[config.mk]
export PLATFORM = sky130hd
export DESIGN_NAME = traffic_lights_monitor_flat
export DESIGN_NICKNAME = d
export VERILOG_FILES = /design/src/rtl/traffic_lights_monitor_if.sv /design/src/rtl/traffic_lights_monitor.sv /design/src/flat_wrapper.sv
export SDC_FILE = /design/constraint.sdc
export NUM_CORES = 1
export LEC_CHECK = 0
export ABC_AREA = 1
export BUFFER_PORTS_ARGS = -buffer_cell sky130_fd_sc_hd__buf_4
export CORE_AREA = 2 2 70 72
export DETAILED_ROUTE_END_ITERATION = 10
export DIE_AREA = 0 0 72 74
export GPL_ROUTABILITY_DRIVEN = 1
export PLACE_DENSITY = 0.63
export SKIP_LAST_GASP = 1
export SLEW_MARGIN = 25
export SYNTH_ARGS = -nofsm -noshare
export SYNTH_HDL_FRONTEND = slang
export SYNTH_SLANG_ARGS = --single-unit
[constraint.sdc]
create_clock -name clk -period 1.55 [get_ports clk]
set_input_delay 0.0775 -clock clk [delete_from_list [all_inputs] [get_ports clk]]
set_output_delay 0.0775 -clock clk [all_outputs]
set_load 0.01 [all_outputs]
[src/rtl/traffic_lights_monitor_if.sv]
// Lamp lines between the traffic-light controller (master) and any observer
// (slave), such as traffic_lights_monitor.
interface traffic_lights_monitor_if;
  logic red;
  logic yellow;
  logic green;

  modport master (output red, output yellow, output green);
  modport slave  (input  red, input  yellow, input  green);
endinterface : traffic_lights_monitor_if

[src/rtl/traffic_lights_monitor.sv]
// Passive checker for traffic-light lamp patterns, phase order and phase lengths.
// Define TRAFFIC_LIGHTS_MONITOR_DURATION_CHECK_EN to build the phase-length checker.
module traffic_lights_monitor #(
  parameter int RED_TIME        = 1,
  parameter int RED_YELLOW_TIME = 2,
  parameter int GREEN_TIME      = 3,
  parameter int YELLOW_TIME     = 4
) (
  input  logic                     clk,
  input  logic                     reset,
  traffic_lights_monitor_if.slave  lamps,
  output logic [1:0]               phase,
  output logic                     locked,
  output logic                     err_pattern,
  output logic                     err_sequence,
  output logic                     err_duration,
  output logic [7:0]               err_count,
  output logic [15:0]              cycle_count
);

  typedef enum logic {HUNT, TRACK} state_t;

  localparam logic [1:0] PH_RED    = 2'd0;
  localparam logic [1:0] PH_YELLOW = 2'd3;

  // Phase lengths are held in an 8-bit saturating counter, so 255 is reserved.
  if (RED_TIME < 1 || RED_TIME > 254 || RED_YELLOW_TIME < 1 || RED_YELLOW_TIME > 254 ||
      GREEN_TIME < 1 || GREEN_TIME > 254 || YELLOW_TIME < 1 || YELLOW_TIME > 254) begin : g_bad_time
    $error("traffic_lights_monitor: *_TIME parameters must lie in 1..254");
  end

  state_t     state, state_n;
  logic [2:0] pat, prev_pat;
  logic       pat_legal;
  logic [1:0] pat_phase;
  logic [1:0] phase_n;
  logic       pattern_n, sequence_n, duration_n, wrap_n;

  assign pat = {lamps.red, lamps.yellow, lamps.green};

  always_comb begin
    pat_legal = 1'b1;
    pat_phase = PH_RED;
    unique case (pat)
      3'b100:  pat_phase = 2'd0;
      3'b110:  pat_phase = 2'd1;
      3'b001:  pat_phase = 2'd2;
      3'b010:  pat_phase = 2'd3;
      default: pat_legal = 1'b0;
    endcase
  end

`ifdef TRAFFIC_LIGHTS_MONITOR_DURATION_CHECK_EN
  logic [7:0] run_cnt, run_n, expected;

  always_comb begin
    unique case (phase)
      2'd0:    expected = 8'(RED_TIME);
      2'd1:    expected = 8'(RED_YELLOW_TIME);
      2'd2:    expected = 8'(GREEN_TIME);
      default: expected = 8'(YELLOW_TIME);
    endcase
  end
`endif

  // NOTE: every signal written here gets a default first, so no path can leave
  // one unassigned and infer a latch.
  always_comb begin
    state_n    = state;
    phase_n    = phase;
    pattern_n  = 1'b0;
    sequence_n = 1'b0;
    duration_n = 1'b0;
    wrap_n     = 1'b0;
`ifdef TRAFFIC_LIGHTS_MONITOR_DURATION_CHECK_EN
    run_n      = run_cnt;
`endif
    unique case (state)
      HUNT: begin
        if (!pat_legal) begin
          pattern_n = 1'b1;
        end else if (pat != prev_pat) begin
          // Entry length is counted from here but not checked against anything.
          state_n = TRACK;
          phase_n = pat_phase;
`ifdef TRAFFIC_LIGHTS_MONITOR_DURATION_CHECK_EN
          run_n   = 8'd1;
`endif
        end
      end
      TRACK: begin
        if (!pat_legal) begin
          pattern_n = 1'b1;
          state_n   = HUNT;
        end else if (pat_phase == phase) begin
`ifdef TRAFFIC_LIGHTS_MONITOR_DURATION_CHECK_EN
          run_n      = (run_cnt == 8'hFF) ? run_cnt : run_cnt + 8'd1;
          duration_n = (run_cnt == expected);
`endif
        end else begin
          // Resync to whatever phase was observed, even after a sequence error.
          sequence_n = (pat_phase != phase + 2'd1);
          wrap_n     = (phase == PH_YELLOW) && (pat_phase == PH_RED);
          phase_n    = pat_phase;
`ifdef TRAFFIC_LIGHTS_MONITOR_DURATION_CHECK_EN
          duration_n = (run_cnt < expected);
          run_n      = 8'd1;
`endif
        end
      end
      default: state_n = HUNT;
    endcase
  end

  // NOTE: sequential state uses non-blocking assignments so every register
  // samples the pre-edge values regardless of statement order.
  always_ff @(posedge clk or posedge reset) begin
    if (reset) begin
      state        <= HUNT;
      prev_pat     <= 3'b000;
      phase        <= PH_RED;
      locked       <= 1'b0;
      err_pattern  <= 1'b0;
      err_sequence <= 1'b0;
      err_duration <= 1'b0;
      err_count    <= 8'd0;
      cycle_count  <= 16'd0;
    end else begin
      state        <= state_n;
      prev_pat     <= pat;
      phase        <= phase_n;
      locked       <= (state_n == TRACK);
      err_pattern  <= pattern_n;
      err_sequence <= sequence_n;
      err_duration <= duration_n;
      if ((pattern_n || sequence_n || duration_n) && err_count != 8'hFF)
        err_count <= err_count + 8'd1;
      if (wrap_n)
        cycle_count <= cycle_count + 16'd1;
    end
  end

`ifdef TRAFFIC_LIGHTS_MONITOR_DURATION_CHECK_EN
  always_ff @(posedge clk or posedge reset) begin
    if (reset) run_cnt <= 8'd0;
    else       run_cnt <= run_n;
  end
`endif

endmodule : traffic_lights_monitor

[src/flat_wrapper.sv]
// flat-port wrapper written by rule: the top's interface ports become plain ports
module traffic_lights_monitor_flat 
#(
  parameter int RED_TIME        = 1,
  parameter int RED_YELLOW_TIME = 2,
  parameter int GREEN_TIME      = 3,
  parameter int YELLOW_TIME     = 4
)
  (clk, reset, phase, locked, err_pattern, err_sequence, err_duration, err_count, cycle_count, lamps_red, lamps_yellow, lamps_green);
  traffic_lights_monitor_if lamps_i ();
  input  logic clk;
  input  logic reset;
  output logic [1:0] phase;
  output logic locked;
  output logic err_pattern;
  output logic err_sequence;
  output logic err_duration;
  output logic [7:0] err_count;
  output logic [15:0] cycle_count;
  input wire logic [$bits(lamps_i.red)-1:0] lamps_red;
  input wire logic [$bits(lamps_i.yellow)-1:0] lamps_yellow;
  input wire logic [$bits(lamps_i.green)-1:0] lamps_green;
  assign lamps_i.red = lamps_red;
  assign lamps_i.yellow = lamps_yellow;
  assign lamps_i.green = lamps_green;
  traffic_lights_monitor #(.RED_TIME(RED_TIME), .RED_YELLOW_TIME(RED_YELLOW_TIME), .GREEN_TIME(GREEN_TIME), .YELLOW_TIME(YELLOW_TIME)) u_core (.clk(clk), .reset(reset), .lamps(lamps_i), .phase(phase), .locked(locked), .err_pattern(err_pattern), .err_sequence(err_sequence), .err_duration(err_duration), .err_count(err_count), .cycle_count(cycle_count));
endmodule
# Yosys cells after proc, flatten, opt, wreduce, memory -nomap -nowiden

Cells that the tools add are included.

Register bits: 32
Input port bits: 5
Output and inout bits: 30
Logic and storage cells: 48

Add/sub/neg operators: 3
Equal/unequal tests: 13
Multiplexer cells: 18
Bitwise operators: 1
Reduce and logical (&&, ||, !) cells: 6

Operator list:

| cell                                                                   | number |
|---|---|
| 16-bit by 1-bit adder with 16-bit output (second input constant)       | 1 |
| 1-bit 2-to-1 mux                                                       | 11 |
| 8-bit by 1-bit adder with 8-bit output (second input constant)         | 1 |
| 2-bit 2-to-1 mux                                                       | 4 |
| 8-bit != test (second input constant)                                  | 1 |
| 3-bit equality test (second input constant)                            | 2 |
| 2-bit case mux with 3 select lines                                     | 1 |
| 2-bit by 1-bit != test with 1-bit output (second input constant)       | 2 |
| 2-bit != test (second input constant)                                  | 2 |
| 2-bit case mux with 2 select lines                                     | 1 |
| 4-bit AND reduction                                                    | 1 |
| 4-bit OR reduction                                                     | 1 |
| 3-bit by 1-bit equality test with 1-bit output (second input constant) | 1 |
| 3-bit by 2-bit equality test with 1-bit output (second input constant) | 1 |
| 3-bit != test                                                          | 1 |
| 2-bit by 1-bit adder with 2-bit output (second input constant)         | 1 |
| 2-bit equality test                                                    | 1 |
| 2-bit equality test (second input constant)                            | 1 |
| 1-bit logical AND                                                      | 2 |
| 2-bit logical NOT                                                      | 1 |
| 2-bit != test                                                          | 1 |
| 1-bit case mux with 2 select lines                                     | 1 |
| 1-bit logical OR                                                       | 1 |
| 1-bit NOT                                                              | 1 |

# Logic depth before layout (Yosys ltp)

Gate-level depths: netlist of the first run.

Depth after elaboration: 8
Depth in mapped cells: 11
Depth with buffers taken out: 11

# Worst setup path before layout of the first run

OpenSTA, ideal clock, no wires.

Path type: register -> register
Start point: reg u_core.err_count[0]
End point: reg u_core.err_count[3]
Setup time: 0.066 ns
Arrival time: 1.430 ns
Data required time: 1.484 ns
Setup slack: 0.054 ns
Cell stages (with the launch flop): 8
Cells stage by stage: dfrtp_1 ha_1 nand3_1 nor2_1 nand3_1 nand2_4 nand2_1 nand2_1

Cells in the longest elaborated chain, start to end: 2

RTL lines:

| item                                                                           | RTL line                      | RTL |
|---|---|---|
| start, declared                                                                | traffic_lights_monitor.sv:17  | `output logic [7:0] err_count,` |
| start signal, assigned                                                         | traffic_lights_monitor.sv:137 | `err_count <= err_count + 8'd1;` |
| branches (longest 2 deep; another with 8-bit by 1-bit adder with 8-bit output) | -                             |  |

Parallel ways; which one is timed is not known.
A chain may end at the register's enable or synchronous reset.

# Worst setup path in the final report of the first run

Start point: reg u_core.phase[0]
End point: reg u_core.err_count[1]

Cells in the longest elaborated chain, start to end: 7

RTL lines:

| item                                   | RTL line                      | RTL |
|---|---|---|
| start, declared                        | traffic_lights_monitor.sv:12  | `output logic [1:0] phase,` |
| start signal, assigned                 | traffic_lights_monitor.sv:131 | `phase <= phase_n;` |
| 2-bit by 1-bit adder with 2-bit output | traffic_lights_monitor.sv:102 | `sequence_n = (pat_phase != phase + 2'd1);` |
| 2-bit != test                          | traffic_lights_monitor.sv:102 |  |
| 1-bit 2-to-1 mux (*)                   | traffic_lights_monitor.sv:95  | `end else if (pat_phase == phase) begin` |
| 1-bit 2-to-1 mux (*)                   | traffic_lights_monitor.sv:92  | `if (!pat_legal) begin` |
| 1-bit 2-to-1 mux (*)                   | traffic_lights_monitor.sv:78  | `unique case (state)` |
| 1-bit logical OR (*)                   | traffic_lights_monitor.sv:136 | `if ((pattern_n \|\| sequence_n \|\| duration_n) && err_count != 8'hFF)` |
| 1-bit logical AND (*)                  | traffic_lights_monitor.sv:136 |  |

Every way passes the cells marked *; elsewhere a longest branch is shown, timed or not.

==> impl_metrics.csv, run 1 <==
group,metric,value,unit
clocking,cts_buffers,5,
global_routing,grt_pass1_wl,6465,um
floorplanning,coreArea,4598,um2
power_and_ir_drop,p_leak,1.232,nW
logic_synthesis,async_flop_share,1.000,
setup_path,r2r_setup_slack,0.08,ns
cells_and_area,layout.nets,292,
setup_path,end_kind,"register",
floorplanning,die_h,74,um
route,dr.pass1.iters,6,
setup_path,ff2ff_path_depth,10,
setup_path,worstPathRequired,1.72,ns
min_path,worstHoldPathType,"primary input to register",
cells_and_area,area_delta_synth_final,33.24,%
cells_and_area,antennaDiodeCount,0,
logic_synthesis,synth_warnings,0,
setup_path,crit_arrival,1.64,ns
floorplanning,num_io_pins,35,
logic_synthesis,synthTopCellsByCount,"nand2_1 (59), dfrtp_1 (32), nand3_1 (29)",
setup_path,crit_path_max_fanout,4,
power_and_ir_drop,power,2.830,mW
logic_synthesis,synth_edf_count,0,
timing,tns,0,ns
timing,holdWs,0.1792,ns
setup_path,worstSetupPathType,"register to register",
job,maxCapViolations,0,
placement,port_buffers,33,
global_routing,grt-ovfl-total,0,
global_routing,antenna_found_initial,0,
floorplanning,dieArea,5328,um2
logic_synthesis,synth_top_area_cell,"dfrtp_1",
clocking,cts_buffer_depth,2,
timing,skew,0.005099,ns
logic_synthesis,synth.net_count,235,
route,wirelength,3839,um
power_and_ir_drop,ir_worst_vdd,775.9,uV
clocking,root_buffer,"clkbuf_8",
logic_synthesis,syn_inst,227,
placement,dp.cells,323,
min_path,min_path_cells,4,
timing,period_share,0.9483,
cells_and_area,final_cell_count_no_fill,339,
route,drt-initial-drc-count,95,
cells_and_area,design_area,2392,um2
timing,layout_min_cycle_time,1.470,ns
logic_synthesis,synth.most_common_cell,"nand2_1",
route,vias,1620,
clocking,cts_tree,"done",
logic_synthesis,synthTopCellsByArea,"dfrtp_1 (45%), nand2_1 (12%), nand3_1 (8.1%)",
floorplanning,dieWidth,72,um
clocking,clk_pin_slew,0.07,ns
placement,place_area,2171,um2
logic_synthesis,ys_seq_area_frac,0.4460,
logic_synthesis,syn_area,1795,um2
timing,worst_slack,0.08008,ns
power_and_ir_drop,p_per_area,1183,nW/um2
global_routing,grt_use_total,0.1558,
global_routing,grt_pass1_vias,1495,
clocking,clk_latency,0.28,ns
placement,place.gp.congestion,0.7871,
cells_and_area,n_fill_cell,436,
route,drtAntennaViolNets,0,
logic_synthesis,syn_area_per_cell,7.910,um2
clocking,htreeDepth,2,
logic_synthesis,synth_top_area_share,0.4460,
route,avgViaCountPerCell,4.779,
setup_path,startpoint_type,"register",
clocking,clock_sinks,32,
logic_synthesis,ys_seq_elements,32,
timing,hold_viol,0,
route,avgRoutedWirePerCell,11.32,um
timing,fmax,680.3,MHz
placement,dp_hpwl,2754,um
route,drc,0,
cells_and_area,postLayoutCoreUtil,0.5203,
logic_synthesis,ys.flop_type,"dfrtp_1",
timing,setup_viol,0,
floorplanning,num_rows,25,
cells_and_area,drive_gt1_frac,0.2702,
timing,drv_slew,0,
run_status,status,"complete, no violations",
floorplanning,initial_core_util,0.3905,
placement,pre_cts_slack,-0.04644,ns
global_routing,grt_max_degree,33,
logic_synthesis,yosysUniqueCellTypes,22,
placed cells by master, fill, tap and decap left out, types with 2 or more instances in the layout:
cell type,count
nor3_1,6
clkbuf_1,2
nand3_1,27
nand3_4,2
nand2_1,55
nand2_2,8
o21ai_0,8
o21ai_1,11
xnor2_1,6
dfrtp_1,32
buf_4,47
clkbuf_8,6
dlygate4sd3_1,4
ha_1,2
nor2_1,14
inv_1,25
inv_2,4
xor2_1,13
nand3_2,3
worst max-delay path, stage by stage, from the launching register on:
cell	delay, ns
dfrtp_1	0.39
buf_6	0.12
ha_4	0.25
inv_1	0.03
nand3_1	0.06
nand3_1	0.08
nand3_2	0.10
buf_4	0.12
nand2_2	0.07
nand3_1	0.07
nand2_1	0.05
cell type report:
class	count	area, um2	share of cell area
multi-input combinational	163	914.6	0.3823
inverter	30	115.1	0.04812
sequential	32	800.8	0.3347
clock buffer	8	90.09	0.03766
timing repair buffer	52	404.1	0.1689
tap	54	67.56	0.02824
power breakdown:
| group | internal, mW | leakage [nW] | switching [mW] | total [mW] |
|---|---|---|---|---|
| Clock | 0.362 | 0.0455 | 0.294 | 0.656 |
| Combinational | 0.509 | 0.803 | 0.507 | 1.02 |
| Sequential | 0.996 | 0.384 | 0.162 | 1.16 |
logic make-up (layout without fill, tap and decap cells):
family          count (synthesis)  after routing  share of synthesized area
simple gates                  118            119                     0.2996
buf+inv                        33             90                    0.07944
flops                          32             32                     0.4460
compound gates                 21             21                    0.05923
xor+xnor                       19             19                    0.09268
other cells                     1              1                   0.002089
fa+ha+maj                       3              3                    0.02091
what timing repair did:
item,in CTS,in global routing
resized for setup,2,13
endpoints found under the hold margin,35,0
pin swaps,0,4
gates cloned,0,1
hold buffers,4,0
endpoints found under the setup margin,8,21
setup buffers,0,3
sequential cells by signal (all words and copies together), names as in the netlist:
name	count
u_core.phase	2
u_core.cycle_count	16
u_core.locked	1
u_core.err_pattern	1
u_core.prev_pat	3
u_core.err_sequence	1
u_core.err_count	8
metal layers:
layer  routed length (um)  track usage
met5                    0            0
met4                   29      0.03774
met3                  204      0.05691
met2                 1846       0.2654
met1                 1759       0.1897
worst paths after layout:
| path | from | endpoint |
|---|---|---|
| hold reg to reg | u_core.err_count[1] | u_core.err_count[1] |
| setup reg to reg | u_core.phase[0] | u_core.err_count[1] |
| setup / recovery | u_core.phase[0] | u_core.err_count[1] |
| hold / removal | lamps_red | u_core.phase[1] |
| max in group asynchronous | reset | u_core.err_count[5] |
| min in group asynchronous | reset | u_core.phase[1] |
No activity file was read; power rests on OpenSTA's default activity.
==> inputs of run 2 (changes only) <==
--- a/config.mk
+++ b/config.mk
@@ -5,11 +5,11 @@
 export SDC_FILE = /design/constraint.sdc
 export NUM_CORES = 1
 export LEC_CHECK = 0
-export ABC_AREA = 1
-export BUFFER_PORTS_ARGS = -buffer_cell sky130_fd_sc_hd__buf_4
-export CORE_AREA = 2 2 70 72
+export ABC_AREA = 0
+export BUFFER_PORTS_ARGS = -buffer_cell sky130_fd_sc_hd__buf_2
+export CORE_AREA = 2 2 68 70
 export DETAILED_ROUTE_END_ITERATION = 10
-export DIE_AREA = 0 0 72 74
+export DIE_AREA = 0 0 70 72
 export GPL_ROUTABILITY_DRIVEN = 1
 export PLACE_DENSITY = 0.63
 export SKIP_LAST_GASP = 1
==> impl_metrics.csv, run 2 <==
group,metric,value,unit
run_status,status,"finished, violations left",
run_status,violations,"setup timing",
placement,place.gp.congestion,0.8619,
setup_path,crit_arrival,2.00,ns
global_routing,grt-ovfl-total,0,
route,vias,1440,
logic_synthesis,yosysUniqueCellTypes,45,
cells_and_area,multiInputGateArea,945.9,um2
job,maxCapViolations,0,
power_and_ir_drop,p_per_area,1119,nW/um2
logic_synthesis,syn_inst,156,
cells_and_area,final_cell_mix,"buf_4 (44), buf_2 (33), dfrtp_1 (30)",
logic_synthesis,syn_area,1665,um2
cells_and_area,drive_gt1_frac,0.5250,
setup_path,crit_path_max_fanout,4,
power_and_ir_drop,ir_worst_vdd,487.6,uV
logic_synthesis,synth_edf_count,0,
logic_synthesis,synthTopCellsByCount,"dfrtp_1 (32), xor2_1 (12), xnor2_1 (11)",
cells_and_area,top_register,"u_core.cycle_count",
clocking,clk_pin_slew,0.06,ns
route,drt-initial-drc-count,34,
setup_path,max_stage_delay,0.44,ns
logic_synthesis,ys_seq_elements,32,
setup_path,path_cells,"ha_4 > nor3b_2 > o21ai_1 > a21oi_2 > o21bai_2 > and2_4 > mux2_4",
floorplanning,die_h,72,um
timing,setup_viol,26,
cells_and_area,antennaDiodeCount,0,
route,dr.pass1.iters,2,
logic_synthesis,synth_warnings,0,
setup_path,worstSetupPathType,"register to register",
clocking,cts_buffer_depth,2,
floorplanning,coreArea,4264,um2
global_routing,grt_pass1_wl,6872,um
placement,pre_cts_slack,-0.3619,ns
clocking,clock_sinks,32,
placement,dp_hpwl,2894,um
cells_and_area,n_fill_cell,364,
logic_synthesis,syn_area_per_cell,10.68,um2
global_routing,grt_max_degree,33,
cells_and_area,final-seq-area,803.3,um2
clocking,cts_tree,"done",
timing,skew,0.004686,ns
timing,worst_slack,-0.2893,ns
placement,port_buffers,33,
floorplanning,dieWidth,70,um
global_routing,grt_pass1_vias,1496,
min_path,worstHoldPathType,"primary input to register",
cells_and_area,layout.nets,247,
cells_and_area,largest_reg_flops,16,
logic_synthesis,async_flop_share,1.000,
global_routing,antenna_found_initial,0,
cells_and_area,largestRegisters,"u_core.cycle_count: 16 flops, u_core.err_count: 8 flops, u_core.prev_pat: 3 flops",
timing,tns,-5.081,ns
setup_path,worst-path-buf-inv,0,
logic_synthesis,ys.flop_type,"dfrtp_1",
cells_and_area,final_cell_count_no_fill,292,
route,drc,0,
clocking,htreeDepth,2,
setup_path,startpoint_type,"register",
floorplanning,num_rows,24,
floorplanning,initial_core_util,0.3906,
cells_and_area,area_delta_synth_final,51.16,%
route,avgRoutedWirePerCell,13.68,um
clocking,cts_buffers,5,
logic_synthesis,synth_top_area_share,0.4808,
timing,fmax,543.7,MHz
floorplanning,dieArea,5040,um2
logic_synthesis,ys_seq_area_frac,0.4808,
route,wirelength,3995,um
setup_path,end_kind,"register",
setup_path,crit_family,"flip-flops",
logic_synthesis,synth.most_common_cell,"dfrtp_1",
cells_and_area,final_common_cell,"buf_4",
timing,hold_viol,0,
timing,drv_slew,0,
global_routing,grt_use_total,0.1722,
clocking,root_buffer,"clkbuf_8",
logic_synthesis,synth.net_count,164,
placement,dp.cells,279,
power_and_ir_drop,p_leak,1.280,nW
cells_and_area,postLayoutCoreUtil,0.5904,
clocking,clk_latency,0.28,ns
route,drtAntennaViolNets,0,
logic_synthesis,synth_top_area_cell,"dfrtp_1",
route,avgViaCountPerCell,4.932,
setup_path,critPathSlowestCell,"dfrtp_2",
floorplanning,num_io_pins,35,
timing,layout_min_cycle_time,1.839,ns
logic_synthesis,synthTopCellsByArea,"dfrtp_1 (48%), xor2_1 (6.3%), xnor2_1 (5.8%)",
timing,period_share,1.187,
timing,rsz0062_at_grt,"true",
setup_path,worstPathRequired,1.71,ns
==> run 2: changes by cell type after synthesis, moves of 6 or more <==
cell and change:
nor2_1 -8, nand4_1 +8, inv_1 -22, a21oi_1 +6, o21ai_1 -10, nand3_1 -25, nand2_1 -49, and3_1 +10
==> run 2: per-layer routing <==
metal,vias up,share of wire,GRT usage
li1,708,-,-
met1,705,0.43,0.2109
met2,21,0.53,0.3069
met3,6,0.025,0.02917
met4,0,0.017,0.06410
met5,-,0,0
==> run 2: logic make-up (layout without fill, tap and decap cells) <==
| group | count (synthesis) | after routing | share of synthesized area |
|---|---|---|---|
| flops | 32 | 32 | 0.4808 |
| buf+inv | 12 | 96 | 0.04432 |
| compound gates | 21 | 21 | 0.08040 |
| simple gates | 59 | 59 | 0.2096 |
| mux | 4 | 4 | 0.02930 |
| other cells | 1 | 1 | 0.002252 |
| xor+xnor | 24 | 24 | 0.1307 |
| fa+ha+maj | 3 | 3 | 0.02254 |
==> run 2: layout make-up <==
cell class              instances  share of cell area
clock buffers                   8             0.03579
inverters                       3            0.004473
multi-input cells             112              0.3757
flip-flops and latches         32              0.3191
well taps                      52             0.02584
repair buffers                 85              0.2391
==> run 2: metrics by stage <==
step | hold slack, ns | total power [mW] | cell area, um2
after floorplan | 0.1089 | 1.643 | 1735
after global placement | 0.1762 | 2.042 | 2256
after detailed placement | 0.1873 | 2.093 | 2256
after CTS | 0.1343 | 2.839 | 2477
after global routing | 0.1504 | 2.991 | 2517
final | 0.1441 | 2.816 | 2517
==> run 2: final timing paths <==
kind	cells after the start	slack, ns	from	end
worst max-delay path	7	-0.29	u_core.phase[1]	u_core.err_count[1]
worst min-delay path	2	0.14	lamps_green	u_core.prev_pat[0]
worst max register to register	7	-0.29	u_core.phase[1]	u_core.err_count[1]
worst min register to register	1	0.48	u_core.cycle_count[15]	u_core.cycle_count[15]
max in group asynchronous	4	0.81	reset	u_core.phase[1]
min in group asynchronous	4	0.42	reset	u_core.cycle_count[9]
==> run 2: worst register-to-register path: stages (launching register included) <==
cell      delay [ns]
dfrtp_2         0.44
ha_4            0.26
nor3b_2         0.15
o21ai_1         0.14
a21oi_2         0.09
o21bai_2        0.17
and2_4          0.18
mux2_4          0.29
==> run 2: report_power, final <==
part           leakage [nW]  total (mW)  switching (mW)  internal (mW)
logic                 0.820        1.05           0.492          0.563
registers             0.414        1.12           0.141          0.976
clock network        0.0455       0.644           0.283          0.361
total                  1.28        2.82           0.916           1.90
==> run 2: repair_timing <==
item                       4_1_cts  5_1_grt
pin swaps                       30        9
hold buffers                     1        0
buffers inserted                 3        1
hold endpoints to repair        32        0
gates resized for setup         18        7
gates cloned                     0        0
setup endpoints to repair       26       26
